**config.mk**
```make
export PLATFORM = sky130hd
export DESIGN_NAME = bist_pattern_gen_flat
export DESIGN_NICKNAME = d
export VERILOG_FILES = /design/src/rtl/bist_pattern_gen_if.sv /design/src/rtl/bist_pattern_gen.sv /design/src/flat_wrapper.sv
export SDC_FILE = /design/constraint.sdc
export NUM_CORES = 1
export LEC_CHECK = 0
export ABC_AREA = 1
export CAP_MARGIN = 5
export CORE_MARGIN = 1
export CORE_UTILIZATION = 51
export CTS_CLUSTER_SIZE = 28
export DETAILED_ROUTE_END_ITERATION = 10
export GPL_ROUTABILITY_DRIVEN = 0
export PLACE_DENSITY = 0.8
export SLEW_MARGIN = 25
export SYNTH_ARGS = -nofsm -noshare
export SYNTH_HDL_FRONTEND = slang
export SYNTH_SLANG_ARGS = --single-unit
```
**constraint.sdc**
```tcl
create_clock -name clk -period 2.33 [get_ports clk]
set_input_delay 0.3495 -clock clk [delete_from_list [all_inputs] [get_ports clk]]
set_output_delay 0.3495 -clock clk [all_outputs]
set_load 0.1 [all_outputs]
```
**src/rtl/bist_pattern_gen_if.sv**
```systemverilog
// Pattern/response handshake between the BIST generator and the CUT wrapper.
interface bist_pattern_gen_if #(
  parameter int WIDTH = 2
);
  logic [WIDTH-1:0] pat_out;
  logic             pat_valid;
  logic             pat_ready;
  logic             resp_in;

  modport master (output pat_out, pat_valid, input pat_ready, resp_in);
  modport slave  (input pat_out, pat_valid, output pat_ready, resp_in);
endinterface

```
**src/rtl/bist_pattern_gen.sv**
```systemverilog
// BIST stimulus generator: exhaustive or maximal-length LFSR patterns applied
// over a valid/ready handshake, CUT responses compacted into a 16-bit MISR.
module bist_pattern_gen #(
  parameter int WIDTH = 2,
  parameter int SEED  = 1
) (
  input  logic                      clk,
  input  logic                      rst_n,
  input  logic                      start,
  input  logic                      mode,
  input  logic [15:0]               num_pats,
  bist_pattern_gen_if.master        bus,
  output logic [15:0]               signature,
  output logic [15:0]               pat_count,
  output logic                      busy,
  output logic                      done
);
  typedef enum logic [1:0] {IDLE, RUN, FINISH} state_t;

  localparam logic [WIDTH-1:0] SEED_W    = SEED[WIDTH-1:0];
  // An all-zero LFSR state is a lock-up state, so a zero seed becomes 1.
  localparam logic [WIDTH-1:0] LFSR_INIT = (SEED_W == '0) ? {{(WIDTH-1){1'b0}}, 1'b1} : SEED_W;
  localparam logic [15:0]      EXH_FULL  = 16'(2 ** WIDTH);
  localparam logic [15:0]      LFSR_FULL = EXH_FULL - 16'd1;

  // Feedback bit for a maximal-length Fibonacci LFSR of the configured width.
  function automatic logic lfsr_fb(input logic [WIDTH-1:0] p);
    logic [7:0] q;
    q = '0;
    q[WIDTH-1:0] = p;
    case (WIDTH)
      2:       return q[1] ^ q[0];
      3:       return q[2] ^ q[1];
      4:       return q[3] ^ q[2];
      5:       return q[4] ^ q[2];
      6:       return q[5] ^ q[4];
      7:       return q[6] ^ q[5];
      default: return q[7] ^ q[5] ^ q[4] ^ q[3];
    endcase
  endfunction

  state_t           state, state_nxt;
  logic [WIDTH-1:0] pattern;
  logic             mode_lat;
  logic [15:0]      target;
  logic             xfer;
  logic             misr_fb;

  assign xfer    = (state == RUN) && bus.pat_ready;
  assign misr_fb = signature[15] ^ signature[13] ^ signature[12] ^ signature[10];
  assign bus.pat_out = pattern;

  // State register.
  always_ff @(posedge clk) begin
    if (!rst_n) state <= IDLE;
    else        state <= state_nxt;
  end

  // Next-state and status outputs; run ends on the transfer that reaches target.
  always_comb begin
    state_nxt     = state;
    bus.pat_valid = 1'b0;
    busy          = 1'b0;
    done          = 1'b0;
    case (state)
      IDLE: if (start) state_nxt = RUN;
      RUN: begin
        bus.pat_valid = 1'b1;
        busy          = 1'b1;
        if (xfer && (16'(pat_count + 16'd1) == target)) state_nxt = FINISH;
      end
      FINISH: begin
        done      = 1'b1;
        state_nxt = IDLE;
      end
      default: state_nxt = IDLE;
    endcase
  end

  // Run setup on start, then pattern advance, count and MISR on each transfer.
  always_ff @(posedge clk) begin
    if (!rst_n) begin
      pattern   <= '0;
      signature <= '0;
      pat_count <= '0;
      mode_lat  <= 1'b0;
      target    <= '0;
    end else if (state == IDLE && start) begin
      mode_lat  <= mode;
      target    <= (num_pats != 16'd0) ? num_pats : (mode ? LFSR_FULL : EXH_FULL);
      pattern   <= mode ? LFSR_INIT : '0;
      signature <= '0;
      pat_count <= '0;
    end else if (xfer) begin
      pat_count <= pat_count + 16'd1;
      signature <= {signature[14:0], misr_fb ^ bus.resp_in};
      pattern   <= mode_lat ? {pattern[WIDTH-2:0], lfsr_fb(pattern)} : pattern + 1'b1;
    end
  end
endmodule

```
**src/flat_wrapper.sv**
```systemverilog
// flat-port wrapper written by rule: the top's interface ports become plain ports
module bist_pattern_gen_flat 
#(
  parameter int WIDTH = 2,
  parameter int SEED  = 1
)
  (clk, rst_n, start, mode, num_pats, signature, pat_count, busy, done, bus_pat_out, bus_pat_valid, bus_pat_ready, bus_resp_in);
  bist_pattern_gen_if #(.WIDTH(WIDTH)) bus_i ();
  input  logic clk;
  input  logic rst_n;
  input  logic start;
  input  logic mode;
  input  logic [15:0] num_pats;
  output logic [15:0] signature;
  output logic [15:0] pat_count;
  output logic busy;
  output logic done;
  output wire logic [$bits(bus_i.pat_out)-1:0] bus_pat_out;
  output wire logic [$bits(bus_i.pat_valid)-1:0] bus_pat_valid;
  input wire logic [$bits(bus_i.pat_ready)-1:0] bus_pat_ready;
  input wire logic [$bits(bus_i.resp_in)-1:0] bus_resp_in;
  assign bus_pat_out = bus_i.pat_out;
  assign bus_pat_valid = bus_i.pat_valid;
  assign bus_i.pat_ready = bus_pat_ready;
  assign bus_i.resp_in = bus_resp_in;
  bist_pattern_gen #(.WIDTH(WIDTH), .SEED(SEED)) u_core (.clk(clk), .rst_n(rst_n), .start(start), .mode(mode), .num_pats(num_pats), .bus(bus_i), .signature(signature), .pat_count(pat_count), .busy(busy), .done(done));
endmodule
```
==> flow_summary.json <==
{
  "grt_usage_pct": 26.63,
  "r2r_cells": 12,
  "num-nets-final": 490,
  "status": "completed",
  "rsz0062_at_grt": "no",
  "clk_pin_slew_worst_paths_ns": 0.11,
  "nFillCells": 456,
  "pwr_density_cell_nw_per_um2": 593.6,
  "wl_um": 7019,
  "worstSetupStartpoint": "u_core.pat_count[0]",
  "synth_edf_count": 0,
  "die_w_um": 75.67,
  "fmax_mhz": 505.7,
  "yosysWarnings": 0,
  "fp-row-count": 26,
  "syn_inst": 410,
  "cpMostUsedCell": "nand2_1",
  "reg2reg_to": "u_core.state[0]",
  "synthMuxAreaShare_pct": 0,
  "synth_xor_area_share_pct": 3.029,
  "crit_type": "reg2reg",
  "combPwrFrac_pct": 22.9,
  "crit_path_end": "u_core.state[0]",
  "tns_ns": 0,
  "synthArstFlopShare_pct": 0,
  "drive_gt1_share_pct": 14.10,
  "num_vias": 2833,
  "ys_ff_latch": 53,
  "finalCritPeriodShare_pct": 84.87,
  "syn_nets": 433,
  "crit_fanout": 11,
  "setup_viol": 0,
  "via_per_inst": 5.266,
  "final_util_pct": 66.13,
  "area_growth_syn_to_layout_pct": 23.60,
  "internal_power_mw": 1.313,
  "ctsHtreeMaxLevel": 2,
  "tightest_slew_ns": 0.5578,
  "ctsResizeCount": 0,
  "grt_pass1_wl_um": 11390,
  "crit_path_cell_trace": "ha_1 > nand2_2 > nor2_2 > nand4_1 > nand3_1 > nand2_1 > nor2_1 > nand2_1 > nor2_1 > nand2_1 > nand2_1 > nand2_1",
  "initial_core_util_pct": 53.51,
  "hold_ws_ns": 0.4854,
  "coreArea_um2": 5172,
  "routedWlPerCell_um": 13.05,
  "ioPinCount": 59,
  "grt_max_degree": 35,
  "cts_tree": "built",
  "critPathMaxStageDelay_ns": 0.40,
  "yosys_most_used_dff": "dfxtp_1",
  "dp_hpwl_um": 5117,
  "r2r_start": "u_core.pat_count[0]",
  "final_hold_viol_count": 0,
  "grt_overflow": 0,
  "clkLatencyLatePin_ns": 0.33,
  "drc": 0,
  "power_switching_mw": 0.7175,
  "p_sw_share_pct": 35.33,
  "cts_inserted_buffers": 5,
  "yosysUniqueCellTypes": 34,
  "synth_top_family_by_area": "simple AND/OR/NAND/NOR gates",
  "drt_pre_antenna_iters": 4,
  "synthSimpleGateAreaFrac_pct": 31.65,
  "cts_num_sinks": 53,
  "cts-root-buf": "clkbuf_8",
  "cp.arrival_ns": 2.18,
  "die_area_um2": 5725,
  "cp_slowest_cell": "dfxtp_2",
  "ys_seq_area_share_pct": 38.34,
  "drt-initial-drc-count": 184,
  "startpoint_type": "flip-flop",
  "finalMaxSlewViolations": 0,
  "syn-cell-area_um2": 2768,
  "diodes": 0,
  "required_ns": 2.53,
  "synth_compound_area_share_pct": 14.20,
  "drt.antenna.violating_nets": 0,
  "crit_path_end_kind": "flip-flop",
  "r2r_slack_ns": 0.35,
  "maxSlewHeadroom_pct": 62.72,
  "grt_pass1_vias": 2641,
  "clockPowerShare_pct": 28.5,
  "pwr-share-seq_pct": 48.7,
  "dieHeight_um": 75.67,
  "min_period_ns": 1.977,
  "syn_avg_cell_area_um2": 6.750,
  "postCtsSetupBuffers": 0,
  "clock_path_buffers": 2,
  "antenna_found_initial": 0,
  "peakVddDrop_mv": 0.4056,
  "drv_cap": 0,
  "hold_buffers": 0,
  "hold_path_class": "reg2reg",
  "p_leak_nw": 1.590,
  "worst_clock_skew_ns": 0.01078,
  "synthAdderAreaFrac_pct": 0.4521,
  "port_buffers": 58
}
[power by group through the flow]
stage          combinational, mW  sequential (mW)  clock (mW)
2_1_floorplan              0.215             1.12           0
3_3_place_gp               0.456             1.01           0
3_5_place_dp               0.462             1.01           0
4_1_cts                    0.463            0.987       0.587
5_1_grt                    0.500            0.994       0.621
6_report                   0.464            0.988       0.578
[through the flow]
step	cells	instance area, um2	worst slack (ns)	power, mW
finish	538	3421	0.3525	2.031
global route	538	3421	0.1090	2.115
CTS	538	3421	0.3742	2.037
detailed placement	530	3323	0.4093	1.469
global placement	530	3323	0.4856	1.463
floorplan	410	2770	0.05104	1.340
[state kept, by name, summed over array words and instances (netlist names)]
name,count
u_core.pat_count,16
u_core.signature,16
u_core.target,16
u_core.bus.pat_out,2
u_core.state,2
u_core.mode_lat,1
[critical path: cells and delay by family (launching register included)]
family	cells	cell delay, ns
flip-flops	1	0.40
AND/OR/NAND/NOR	11	1.25
adder cells (fa/ha/maj)	1	0.21
[cells in the mapped netlist, drive strengths merged (3+ instances only)]
| library cell | n | share of area [%] |
|---|---|---|
| a21oi | 27 | 4.9 |
| buf | 3 | 0.81 |
| clkbuf | 10 | 1.4 |
| dfxtp | 53 | 38 |
| inv | 73 | 9.9 |
| nand2 | 104 | 15 |
| nand3 | 43 | 8.0 |
| nand4 | 12 | 2.7 |
| nor2 | 29 | 5.4 |
| nor3 | 3 | 0.72 |
| o211ai | 5 | 1.4 |
| o21ai | 14 | 2.5 |
| o221ai | 3 | 0.95 |
| o22ai | 14 | 3.2 |
| xnor2 | 4 | 1.3 |
| xor2 | 3 | 0.95 |
[per-layer routing]
layer | track usage, % | share of wire (%) | vias to the layer above
met5 | 0 | 0 | -
met3 | 6.349 | 5.7 | 9
met1 | 30.61 | 42 | 1297
met2 | 46.92 | 50 | 84
met4 | 11.93 | 1.8 | 0
li1 | - | - | 1443
[worst min path at each step]
stage                           end  cells past startpoint  slack (ns)                  from
5_1_grt         u_core.signature[1]                      2        0.51   u_core.signature[0]
2_1_floorplan      u_core.target[2]                      2        0.44      u_core.target[2]
4_1_cts         u_core.signature[2]                      2        0.49   u_core.signature[1]
6_report        u_core.signature[8]                      2        0.49   u_core.signature[7]
3_3_place_gp   u_core.signature[15]                      2        0.46  u_core.signature[14]
3_5_place_dp    u_core.signature[2]                      2        0.47   u_core.signature[1]
[layout make-up]
type | count | area [um2] | area share [%]
Multi-Input combinational cell | 269 | 1365 | 39.90
Sequential cell | 53 | 1064 | 31.09
Timing Repair Buffer | 63 | 525.5 | 15.36
Inverter | 75 | 281.5 | 8.230
Tap cell | 70 | 87.58 | 2.560
Clock buffer | 5 | 68.82 | 2.012
Clock inverter | 3 | 28.78 | 0.8413
[cell usage in the layout, fill, tap and decap left out]
| cell type | n |
|---|---|
| a211oi_1 | 1 |
| nor2_4 | 3 |
| nand2_1 | 99 |
| a21oi_1 | 27 |
| nand3_1 | 42 |
| xor2_1 | 3 |
| buf_4 | 42 |
| nand2_2 | 5 |
| o211ai_1 | 5 |
| inv_8 | 1 |
| o221ai_1 | 3 |
| clkdlybuf4s50_1 | 21 |
| nand3b_1 | 1 |
| nor3_2 | 1 |
| nand3_2 | 1 |
| inv_1 | 71 |
| dfxtp_2 | 2 |
| inv_6 | 2 |
| o21bai_1 | 1 |
| a21o_1 | 1 |
| clkbuf_8 | 5 |
| a31oi_1 | 1 |
| nor3_1 | 2 |
| xnor2_1 | 4 |
| nor2_1 | 24 |
| o21ai_0 | 14 |
| clkinv_1 | 2 |
| nand4_1 | 12 |
| nor2_2 | 1 |
| nor2_8 | 1 |
| inv_2 | 2 |
| xnor3_1 | 1 |
| o22ai_1 | 14 |
| ha_1 | 1 |
| o31ai_1 | 1 |
| dfxtp_1 | 51 |
[logic make-up (layout without fill, tap and decap cells)]
| kind of cell | Yosys count | count (layout) |
|---|---|---|
| simple gates | 192 | 192 |
| buf+inv | 88 | 146 |
| compound gates | 68 | 68 |
| flops | 53 | 53 |
| xor+xnor | 8 | 8 |
| fa+ha+maj | 1 | 1 |
(Power assumes the default switching activity.)
